$ cat src/rtl/scc_ocm_pkg.sv
// scc_ocm_pkg: shared types and constants for the OCM-to-SCC bridge.
package scc_ocm_pkg;
  typedef enum logic [2:0] {S_IDLE, S_ISSUE, S_DISPATCH, S_WAIT, S_ACK, S_HOLD} state_t;
  localparam int CORE_ADR_W = 15;
  localparam int RAM_PAGE_LSB = 13;
  localparam logic [7:0] DBI_RESET = 8'hFF;
endpackage

$ cat src/rtl/scc_audio_scaler.sv
// scc_audio_scaler: left-shift a signed sample and saturate it to the output range, one register stage.
module scc_audio_scaler #(
  parameter int IN_W = 12,
  parameter int OUT_W = 15,
  parameter int GAIN_SHIFT = 3
) (
  input  logic                    clk21m,
  input  logic                    nreset,
  input  logic signed [IN_W-1:0]  din,
  output logic signed [OUT_W-1:0] dout
);
  // Wide enough that the shift itself can never overflow before clamping.
  localparam int WW = (IN_W + GAIN_SHIFT > OUT_W) ? IN_W + GAIN_SHIFT : OUT_W;
  localparam logic signed [WW-1:0] MAXV = WW'((1 <<< (OUT_W - 1)) - 1);
  localparam logic signed [WW-1:0] MINV = ~MAXV;
  logic signed [WW-1:0] w;
  always_comb w = WW'(din) <<< GAIN_SHIFT;
  always_ff @(posedge clk21m)
    if (!nreset) dout <= '0;
    else dout <= (w > MAXV) ? OUT_W'(MAXV) : (w < MINV) ? OUT_W'(MINV) : OUT_W'(w);
endmodule

$ cat src/rtl/scc_ocm_bridge.sv
// scc_ocm_bridge: registered req/ack handshake between the OCM slot bus and an scc_core, plus audio scaling.
module scc_ocm_bridge
  import scc_ocm_pkg::*;
#(
  parameter int RAM_ADR_W = 21,
  parameter int ACK_DELAY = 2,
  parameter int CORE_W = 11,
  parameter int OUT_W = 15,
  parameter int GAIN_SHIFT = 3,
  parameter bit STEREO = 1
) (
  input  logic                          clk21m,
  input  logic                          nreset,
  input  logic                          req,
  input  logic                          wrt,
  input  logic [15:0]                   adr,
  input  logic [7:0]                    dbo,
  output logic                          ack,
  output logic [7:0]                    dbi,
  output logic                          ramreq,
  output logic                          ramwrt,
  output logic [RAM_ADR_W-1:0]          ramadr,
  input  logic [7:0]                    ramdbi,
  output logic [7:0]                    ramdbo,
  output logic                          core_wrreq,
  output logic                          core_rdreq,
  output logic                          core_wr_active,
  output logic                          core_rd_active,
  output logic [CORE_ADR_W-1:0]         core_a,
  output logic [7:0]                    core_d,
  input  logic [7:0]                    core_q,
  input  logic                          core_mem_ncs,
  input  logic [RAM_ADR_W-RAM_PAGE_LSB-1:0] core_mem_a,
  input  logic signed [CORE_W-1:0]      core_left,
  input  logic signed [CORE_W-1:0]      core_right,
  output logic signed [OUT_W-1:0]       wavl,
  output logic signed [OUT_W-1:0]       wavr
);
  localparam int IN_W = CORE_W + 1;
  state_t state;
  logic [3:0] cnt;
  logic ram_path;
  logic unused_adr;
  logic signed [IN_W-1:0] sl, sr, mix, in_l, in_r;
  assign unused_adr = adr[15];
  always_ff @(posedge clk21m)
    if (!nreset) begin
      state <= S_IDLE;
      ack <= 1'b0;
      dbi <= DBI_RESET;
      ramreq <= 1'b0;
      ramwrt <= 1'b0;
      ramadr <= '0;
      ramdbo <= '0;
      core_wrreq <= 1'b0;
      core_rdreq <= 1'b0;
      core_wr_active <= 1'b0;
      core_rd_active <= 1'b0;
      core_a <= '0;
      core_d <= '0;
      cnt <= '0;
      ram_path <= 1'b0;
    end else begin
      ack <= 1'b0;
      ramreq <= 1'b0;
      core_wrreq <= 1'b0;
      core_rdreq <= 1'b0;
      case (state)
        S_IDLE: if (req) begin
          core_a <= adr[CORE_ADR_W-1:0];
          ramwrt <= wrt;
          core_d <= dbo;
          ramdbo <= dbo;
          state <= S_ISSUE;
        end
        S_ISSUE: begin
          core_wrreq <= ramwrt;
          core_rdreq <= !ramwrt;
          core_wr_active <= ramwrt;
          core_rd_active <= !ramwrt;
          state <= S_DISPATCH;
        end
        S_DISPATCH: begin
          ram_path <= !core_mem_ncs;
          if (!core_mem_ncs) begin
            ramreq <= 1'b1;
            ramadr <= {core_mem_a, core_a[RAM_PAGE_LSB-1:0]};
          end
          cnt <= 4'(ACK_DELAY - 1);
          state <= (ACK_DELAY > 0) ? S_WAIT : S_ACK;
        end
        S_WAIT: begin
          cnt <= cnt - 4'd1;
          if (cnt == 4'd0) state <= S_ACK;
        end
        S_ACK: begin
          ack <= 1'b1;
          core_wr_active <= 1'b0;
          core_rd_active <= 1'b0;
          if (!ramwrt) dbi <= ram_path ? ramdbi : core_q;
          state <= S_HOLD;
        end
        S_HOLD: if (!req) state <= S_IDLE;
        default: state <= S_IDLE;
      endcase
    end
  // The mix is formed one bit wider so the sum cannot overflow before halving.
  always_comb begin
    sl = IN_W'(core_left);
    sr = IN_W'(core_right);
    mix = (sl + sr) >>> 1;
    in_l = STEREO ? sl : mix;
    in_r = STEREO ? sr : mix;
  end
  scc_audio_scaler #(.IN_W(IN_W), .OUT_W(OUT_W), .GAIN_SHIFT(GAIN_SHIFT)) u_scale_l (
    .clk21m(clk21m), .nreset(nreset), .din(in_l), .dout(wavl)
  );
  scc_audio_scaler #(.IN_W(IN_W), .OUT_W(OUT_W), .GAIN_SHIFT(GAIN_SHIFT)) u_scale_r (
    .clk21m(clk21m), .nreset(nreset), .din(in_r), .dout(wavr)
  );
endmodule
$ cat config.mk
export PLATFORM = sky130hd
export DESIGN_NAME = scc_ocm_bridge
export DESIGN_NICKNAME = d
export VERILOG_FILES = /design/src/rtl/scc_ocm_pkg.sv /design/src/rtl/scc_audio_scaler.sv /design/src/rtl/scc_ocm_bridge.sv
export SDC_FILE = /design/constraint.sdc
export NUM_CORES = 1
export LEC_CHECK = 0
export BUFFER_PORTS_ARGS = -buffer_cell sky130_fd_sc_hd__buf_4
export CELL_PAD_IN_SITES_DETAIL_PLACEMENT = 2
export CELL_PAD_IN_SITES_GLOBAL_PLACEMENT = 2
export CORE_MARGIN = 2
export CORE_UTILIZATION = 23
export CTS_CLUSTER_DIAMETER = 30
export CTS_CLUSTER_SIZE = 28
export DETAILED_ROUTE_END_ITERATION = 8
export HOLD_SLACK_MARGIN = 0.05
export PLACE_DENSITY_LB_ADDON = 0.05
export SYNTH_ARGS = -nofsm -noshare
export SYNTH_HDL_FRONTEND = slang
export SYNTH_SLANG_ARGS = --single-unit
$ cat constraint.sdc
create_clock -name clk21m -period 1.5 [get_ports clk21m]
set_clock_uncertainty 0.1 [all_clocks]
set_input_delay 0.3 -clock clk21m [delete_from_list [all_inputs] [get_ports clk21m]]
set_output_delay 0.3 -clock clk21m [all_outputs]
set_load 0.02 [all_outputs]
; ---- After elaboration in Yosys (flattened, before gate mapping)
; Index checks and enable logic that the tools add are counted.
[word_totals]
reg_bits = 97
latchBits = 0
ram_bits = 0
rom_bits = 0
wordCells = 62
mem_count = 0
[classes]
addsub = 1
mul = 0
div_mod_pow = 0
n_lt_le_gt_ge = 4
eq_ne = 8
shift = 0
muxes = 14
bitwise_logic = 3
reduce_logical = 14
[ops]
columns = operator, n
row1 = "14-bit by 15-bit > comparator with 1-bit output, second input constant", 2
row2 = "14-bit by 15-bit less-than comparator with 1-bit output, second input constant", 2
row3 = 15-bit 2-to-1 mux, 2
row4 = 14-bit 2-to-1 mux, 2
row5 = 3-bit case mux with 6 select lines, 1
row6 = 2-bit AND reduction, 5
row7 = 3-bit 2-to-1 mux, 3
row8 = 8-bit 2-to-1 mux, 1
row9 = 4-bit case mux with 2 select lines, 1
row10 = "3-bit by 2-bit equality test with 1-bit output, second input constant", 2
row11 = "3-bit equality test, second input constant", 2
row12 = "2-bit inequality test, second input constant", 3
row13 = 4-bit zero test, 1
row14 = 1-bit case mux with 2 select lines, 2
row15 = 2-bit nonzero test, 2
row16 = 2-bit OR reduction, 2
row17 = "4-bit by 1-bit subtractor with 4-bit output, second input constant", 1
row18 = "3-bit by 1-bit equality test with 1-bit output, second input constant", 1
row19 = 3-bit zero test, 1
row20 = 1-bit inverter, 3
row21 = 3-bit AND reduction, 1
row22 = 1-bit zero test, 2
row23 = 1-bit 2-to-1 mux, 2

; ---- Longest topological paths before layout
; Gate-level depths: netlist of the first run.
[depth]
word_depth = 3
depth_mapped = 5
mapped_depth_nobuf = 5

; ---- Cells and area by module
; From an unflattened synthesis of the first run, not the netlist that was laid out.
[unflattened]
hier_cells = 372
hier_area_um2 = 3563.4
[by_module_without_submodules]
columns = mod, n_inst, cells_each, area_per_inst_um2, seq_area_each_um2
row1 = scc_ocm_bridge, 1, 314, 2837.7, 1341.3
row2 = scc_audio_scaler, 2, 29, 362.8, 240.2

; ---- Least setup slack after synthesis of the first run
; Ideal clock, no wire load.
[synth_timing]
path_type = register to register
startpoint = register ramwrt
endpoint = register dbi[5]
setup_ns = 0.146
arrival_ns = 1.354
required_time_ns = 1.254
setup_slack_ns = -0.100
path_stages_with_launch = 6
cell_sequence = dfxtp_1 or4b_1 buf_2 buf_6 nand2_1 o211ai_2
[synth_between]
elab_chain_len = 2
[synth_rtl]
columns = element, line_no
row1 = start: declaration, scc_ocm_bridge.sv:21  ; output logic ramwrt,
row2 = start signal: assignment, scc_ocm_bridge.sv:71  ; ramwrt <= wrt;
row3 = 1-bit inverter (no line), --
row4 = 2-bit AND reduction (no line), --
row5 = end signal: assignment, scc_ocm_bridge.sv:100  ; if (!ramwrt) dbi <= ram_path ? ramdbi : core_q;
row6 = end: declaration, scc_ocm_bridge.sv:19  ; output logic [7:0] dbi,
; Every way passes these cells.
; A chain may end at the register's enable or synchronous reset.

; ---- Worst setup path in the final report of the first run
[layout_timing]
startpoint = register state[0]
endpoint = register dbi[6]
[layout_between]
elab_chain_len = 2
[layout_rtl]
columns = element, line_no
row1 = start: declaration, scc_ocm_bridge.sv:40  ; state_t state;
row2 = start signal: assignment, scc_ocm_bridge.sv:90  ; state <= (ACK_DELAY > 0) ? S_WAIT : S_ACK;
row3 = 3-bit equality test, scc_ocm_bridge.sv:68  ; case (state)
row4 = 2-bit AND reduction (no line), --
; Every way passes these cells.

==> results.cfg, run 1 <==
[outcome]
outcome = finished, violations left
violations = setup timing

[drt]
met1Wirelength_um = 4670
dr.pass1.iters = 4
drc = 0
top_layer = met4
drt_iter0_markers = 68
vias_per_cell = 4.34
ant_nets = 0
wl_met3_um = 700
num_vias = 3166
wire_per_inst_um = 16.2
wl_met2_um = 6200
wl_um = 11800

[timing]
fin_crit_ps = 1500
setup_viol = 1
fin_setup_tns_ps = -1.23
fin_crit_sh_pct = 100
max_clock_freq_ghz = 0.666
drv_slew = 0
final.setup.worst_slack_ps = -1.23
finalHoldViolations = 0
rsz0062_at_grt = true
hold_slack_ps = 61.5

[clocking]
cts-root-buf = clkbuf_16
cts_buffers = 9
cts_sinks = 89
clock_path_buffers = 2
cts.htree.levels = 3
clkTransAtPathRegs_ps = 70
cts_tree = built
clk_latency_ps = 350

[synth]
synth_xor_area_share_pct = 0
ys_types = 33
synth_top_family_by_area = simple AND/OR/NAND/NOR gates
synth-simple-area-share_pct = 22.7
syn_area_um2 = 3450
avgSynthCellArea_um2 = 9.40
yosysSeqAreaShare_pct = 51.7
synth-compound-area-share_pct = 15.4
synthMuxAreaShare_pct = 2.32
synthAdderAreaFrac_pct = 0.363
synth_warnings = 0
postSynthRegisterBits = 89
synth_cells = 367

[global_routing]
antenna_found_initial = 0
overflow = 0
grt_max_degree = 36
first_global_vias = 3334
grt.total_usage_pct = 14.1
grt_pass1_wl_um = 17600

[layout]
final_layout_size_suffix_gt1_share_pct = 43.7
syn2layout_area_growth_pct = 61.7
fin_nets = 616
antenna_cells = 0

[setup_path]
cp_data_arrival_time_ps = 1630
r2r_slack_ps = -1
slowest_delay_ps = 570
critPathLaunchType = flop
path_class = reg -> reg
cp_cell_sequence = or4b_4 > buf_12 > nand2_2 > o211ai_2
reg2reg_depth = 4
critical_path.max_fanout = 8
critPathRequiredTime_ps = 1620
cp_slowest_cell = or4b_4
critical_path.endpoint_type = flop

[placed_design]
gp_congestion = 0.655
pre_cts_slack_ps = -62.6
io_buffers = 164
dp_hpwl_um = 7840

[power]
p_per_area_nw_per_um2 = 1160
combPwrFrac_pct = 20.9
seqPwrFrac_pct = 40.5
leakage_nw = 2.44
total_power_mw = 6.45
p_int_mw = 4.70
ir_drop_mv = 0.555
swShare_pct = 27.2
power.share.clock_pct = 38.6
p_sw_mw = 1.75

[job]
maxCapViolCount = 0

[worst_hold_path]
min-delay-path-class = in -> reg
holdPathStages = 2

[die]
rows = 44
dieHeight_um = 126
core_area_um2 = 14600
dieWidth_um = 126
dieArea_um2 = 16000
start_util_pct = 23.6
num_io_pins = 172
-- registers in the layout, summed over array words and instances (netlist names), 3 cells and up --
register and count:
u_scale_r.dout 11, dbi 8, core_a 15, cnt 4, u_scale_l.dout 11, state 3, ramadr 21, core_d 8
-- metal layers --
metal	global-route usage, %	vias up
met3	4.47	17
met4	6.21	0
met1	15.4	1541
met5	0	-
met2	25.1	79
li1	-	1529
-- kinds of logic after synthesis --
group / Yosys count
multiplexers: 8
other: 1
flip-flops: 89
adder cells (fa/ha/maj): 1
buffers and inverters: 43
AO/OA/AOI/OAI: 66
AND/OR/NAND/NOR: 159
-- Yosys cell counts --
master     number  share of area [%]
o21ai_0         2               0.29
nor4b_4         2                1.4
nand3_1         1               0.14
a21boi_0       43                9.4
buf_6           3               0.98
nor3b_1         3               0.65
a21oi_1         2               0.29
clkbuf_1       10                1.1
nand4b_1        2               0.51
buf_4          16                3.5
or4b_1          3               0.87
o21a_1          1               0.22
inv_1           2               0.22
mux2i_1         8                2.3
nand3b_1        2               0.44
o211ai_2        8                2.9
nor4b_1         2               0.51
buf_2          10                1.5
conb_1          1               0.11
o2bb2ai_1       1               0.25
and3_1          3               0.54
nor2_1          4               0.44
nor2b_1         5               0.91
dfxtp_1        89                 52
a21boi_1        6                1.3
nand2b_1        3               0.54
a2bb2oi_1       1               0.25
nor3_1          3               0.44
o31a_1          2               0.51
and2_1         23                4.2
buf_1           2               0.22
ha_1            1               0.36
nand2_1       103                 11
-- per-stage QoR --
step           std cells  area, um^2  util [%]
3_3_place_gp         698        4900      33.6
4_1_cts              722        5330      36.5
5_1_grt              729        5580      38.2
6_report             729        5580      38.2
2_1_floorplan        372        3490         -
3_5_place_dp         698        4900      33.6
-- final timing paths --
kind | start | to
max | state[0] | dbi[6]
min | core_right[3] | u_scale_r.dout[6]
max reg2reg | state[0] | dbi[6]
min reg2reg | ramadr[11] | ramadr[11]
-- layout by cell type (no fill, tap or decap), types with 3 or more instances in the layout --
| master | netlist | layout |
|---|---|---|
| buf_4 | 16 | 171 |
| nand2_1 | 103 | 90 |
| dfxtp_1 | 89 | 85 |
| a21boi_1 | 6 | 31 |
| and2_1 | 23 | 23 |
| a21boi_0 | 43 | 18 |
| clkbuf_16 | 0 | 13 |
| buf_6 | 3 | 9 |
| mux2i_1 | 8 | 8 |
| o211ai_2 | 8 | 8 |
| dlygate4sd3_1 | 0 | 8 |
| nand2_4 | 0 | 7 |
| nand2_2 | 0 | 6 |
| conb_1 | 1 | 6 |
| buf_12 | 0 | 6 |
| nor2_1 | 4 | 4 |
| nor2b_1 | 5 | 4 |
| dfxtp_4 | 0 | 4 |
| or4b_4 | 0 | 3 |
| and3_1 | 3 | 3 |
| nand2b_1 | 3 | 3 |
-- power by group through the flow --
stage	clock, mW	sequential, mW	combinational [mW]
floorplan	0	2.80	0.500
global placement	0	2.65	1.18
detailed placement	0	2.66	1.20
CTS	2.58	2.61	1.23
global route	2.70	2.63	1.47
finish	2.49	2.61	1.35
-- critical path, delay by kind of cell, from the launching register on --
kind                   cells  cell delay, ps
and+or+nand+nor            2             640
DFF                        1             370
buffers and inverters      1             180
AOI/OAI and AO/OA          1              70
-- repair_timing --
action | CTS | global route
hold buffers | 8 | 0
resized for setup | 7 | 59
hold endpoints to repair | 8 | 0
gates cloned | 0 | 5
buffers inserted | 0 | 2
pin swaps | 1 | 13
setup endpoints to repair | 45 | 55
-- cell type report --
type / instances / area (um^2)
tap: 184 / 230
inverter: 2 / 7.51
multi-input combinational: 240 / 1530
sequential: 89 / 1800
clock buffer: 12 / 246
timing repair buffer: 198 / 1690
fill: 1586 / 9010
clock inverter: 4 / 76.3
(Power assumes the default switching activity.)
==> inputs of run 2 (changes only) <==
--- a/config.mk
+++ b/config.mk
@@ -5,14 +5,16 @@
 export SDC_FILE = /design/constraint.sdc
 export NUM_CORES = 1
 export LEC_CHECK = 0
+export ABC_AREA = 1
 export BUFFER_PORTS_ARGS = -buffer_cell sky130_fd_sc_hd__buf_4
 export CELL_PAD_IN_SITES_DETAIL_PLACEMENT = 2
 export CELL_PAD_IN_SITES_GLOBAL_PLACEMENT = 2
 export CORE_MARGIN = 2
-export CORE_UTILIZATION = 23
+export CORE_UTILIZATION = 21
 export CTS_CLUSTER_DIAMETER = 30
 export CTS_CLUSTER_SIZE = 28
 export DETAILED_ROUTE_END_ITERATION = 8
+export GPL_TIMING_DRIVEN = 0
 export HOLD_SLACK_MARGIN = 0.05
 export PLACE_DENSITY_LB_ADDON = 0.05
 export SYNTH_ARGS = -nofsm -noshare
==> run 2 against run 1 <==
The flow now finishes without violations. Flip-flop and latch count did not move. Synthesized cell count rose by 15%. Worst setup slack improved by 60 ps. Cell count rose by 12%. Critical endpoint is now ramwrt. Largest cell class unchanged. Largest power group unchanged.
==> results.cfg, run 2 <==
[timing]
finalHoldViolations = 0
fin_setup_tns_ps = 0
setup_viol = 0
fin_crit_ps = 1440
rsz0062_at_grt = true
drv_slew = 0
max_clock_freq_ghz = 0.694
worstMarginPinSlew_ps = 640
slew_headroom_pct = 57.3
fin_crit_sh_pct = 96.1

[clocking]
clock_path_buffers = 2
cts_sinks = 89
cts-root-buf = clkbuf_16
clkTransAtPathRegs_ps = 70
cts.htree.levels = 3
cts_tree = built
cts_buffers = 9
clk_latency_ps = 340

[setup_path]
critical_path.endpoint_type = output port
cp_slowest_cell = dfxtp_1
slowest_delay_ps = 490
worst-path-stages = 1
crit_start = ramwrt
crit_buf_inv = 1
critPathRequiredTime_ps = 1100
critPathLaunchType = flop
critical_path.max_fanout = 5
cp_cell_sequence = buf_4
reg2reg_depth = 7
reg2reg_from = state[2]
cp_data_arrival_time_ps = 1040
cpLargestDelayFamily = flip-flops
path_class = reg -> out

[synth]
postSynthRegisterBits = 89
synth-simple-area-share_pct = 19.1
synth-edff-count = 0
synth_commonest_cells = dfxtp_1, nand2_1, inv_1, nor2_1, o21ai_0
avgSynthCellArea_um2 = 7.77
synth.area.top_cells = dfxtp_1, nand2_1, o21ai_0
synth_top_area_share_pct = 54.4
synth-compound-area-share_pct = 12.4
syn_area_um2 = 3270
synthAdderAreaFrac_pct = 0.382
synth_cells = 421
ys_types = 22
synthFlopType = dfxtp_1
synth_warnings = 0
yosysSeqAreaShare_pct = 54.4
synth_top_family_by_area = simple AND/OR/NAND/NOR gates
synthMuxAreaShare_pct = 0
synthArstFlopShare_pct = 0
yosys.area.top_type = dfxtp_1
synth_most_common_cell = dfxtp_1
synth_xor_area_share_pct = 0

[placed_design]
dp_hpwl_um = 8870
gp_congestion = 0.706
io_buffers = 163
dp_cells = 777

[drt]
ant_nets = 0
vias_per_cell = 4.14
drt_iter0_markers = 78
drc = 0
wire_per_inst_um = 14.4
dr.pass1.iters = 4
num_vias = 3377
wl_um = 11800

[layout]
register_area_um2 = 1790
reg_top3 = ramadr x21, core_a x15
final_layout_size_suffix_gt1_share_pct = 34.8
multi_input_area_um2 = 1080
fin_nets = 698
syn2layout_area_growth_pct = 61.8
final_common_cell = buf_4
fillers = 1776
layout_common_cells = buf_4, dfxtp_1, nand2_1
top_register = ramadr
largest_reg_flops = 21
final_cells = 815
utilization_pct = 34.8
antenna_cells = 0

[power]
ir_drop_mv = 0.481
leakage_nw = 2.64
total_power_mw = 7.37
p_per_area_nw_per_um2 = 1390

[die]
start_util_pct = 21.5
rows = 45
dieWidth_um = 129
core_area_um2 = 15200
dieArea_um2 = 16600
dieHeight_um = 129
num_io_pins = 172

[global_routing]
grt.total_usage_pct = 14.4
antenna_found_initial = 0
first_global_vias = 3593
grt_max_degree = 15
grt_pass1_wl_um = 18400
overflow = 0

[worst_hold_path]
holdPathStages = 3
min-delay-path-class = in -> reg
min_from = core_left[8]

[job]
maxCapViolCount = 0

[outcome]
outcome = completed
[run 2: metal layers]
layer / up-vias / track usage, % / wire (um)
met2: 101 / 24.2 / 5730
met1: 1581 / 17.1 / 5050
met4: 0 / 5.56 / 182
li1: 1682 / - / -
met3: 13 / 4.49 / 814
met5: - / 0 / 0
[run 2: cells by family after synthesis]
kind of cell,Yosys count
flip-flops,89
AND/OR/NAND/NOR,153
other,1
AO/OA/AOI/OAI,81
adder cells (fa/ha/maj),1
buffers and inverters,96
[run 2: timing repair]
item / in CTS / in global routing
resized for setup: 8 / 13
hold endpoints to repair: 21 / 0
setup buffers: 1 / 0
pin swaps: 1 / 0
setup endpoints to repair: 37 / 51
hold buffers: 21 / 0
[run 2: layout make-up]
class / count / share of cell area, %
plain buffers: 35 / 4.37
clock buffers: 11 / 4.40
clock inverters: 5 / 1.06
inverters: 61 / 4.32
multi-input cells: 241 / 20.5
flip-flops and latches: 89 / 33.7
well taps: 188 / 4.44
repair buffers: 185 / 27.2
[run 2: stage by stage]
| step | worst slack (ps) | instance area [um^2] | hold WS (ps) |
|---|---|---|---|
| 2_1_floorplan | 224 | 3290 | 298 |
| 3_3_place_gp | -151 | 4750 | 336 |
| 3_5_place_dp | -152 | 4750 | 348 |
| 4_1_cts | 8.58 | 5270 | 56.1 |
| 5_1_grt | -4.02 | 5300 | 65.0 |
| 6_report | 58.3 | 5300 | 70.2 |
[run 2: path summary, 6_finish.rpt]
path                        end  slack, ps
max                      ramwrt         60
min          u_scale_l.dout[11]         70
max reg2reg           ramadr[5]        110
min reg2reg          core_a[13]        350
[run 2: report_power, final]
group / leakage, nW / switching, mW / internal, mW
Clock: 0.139 / 0.972 / 1.29
Combinational: 1.77 / 1.23 / 0.939
Sequential: 0.733 / 0.240 / 2.70
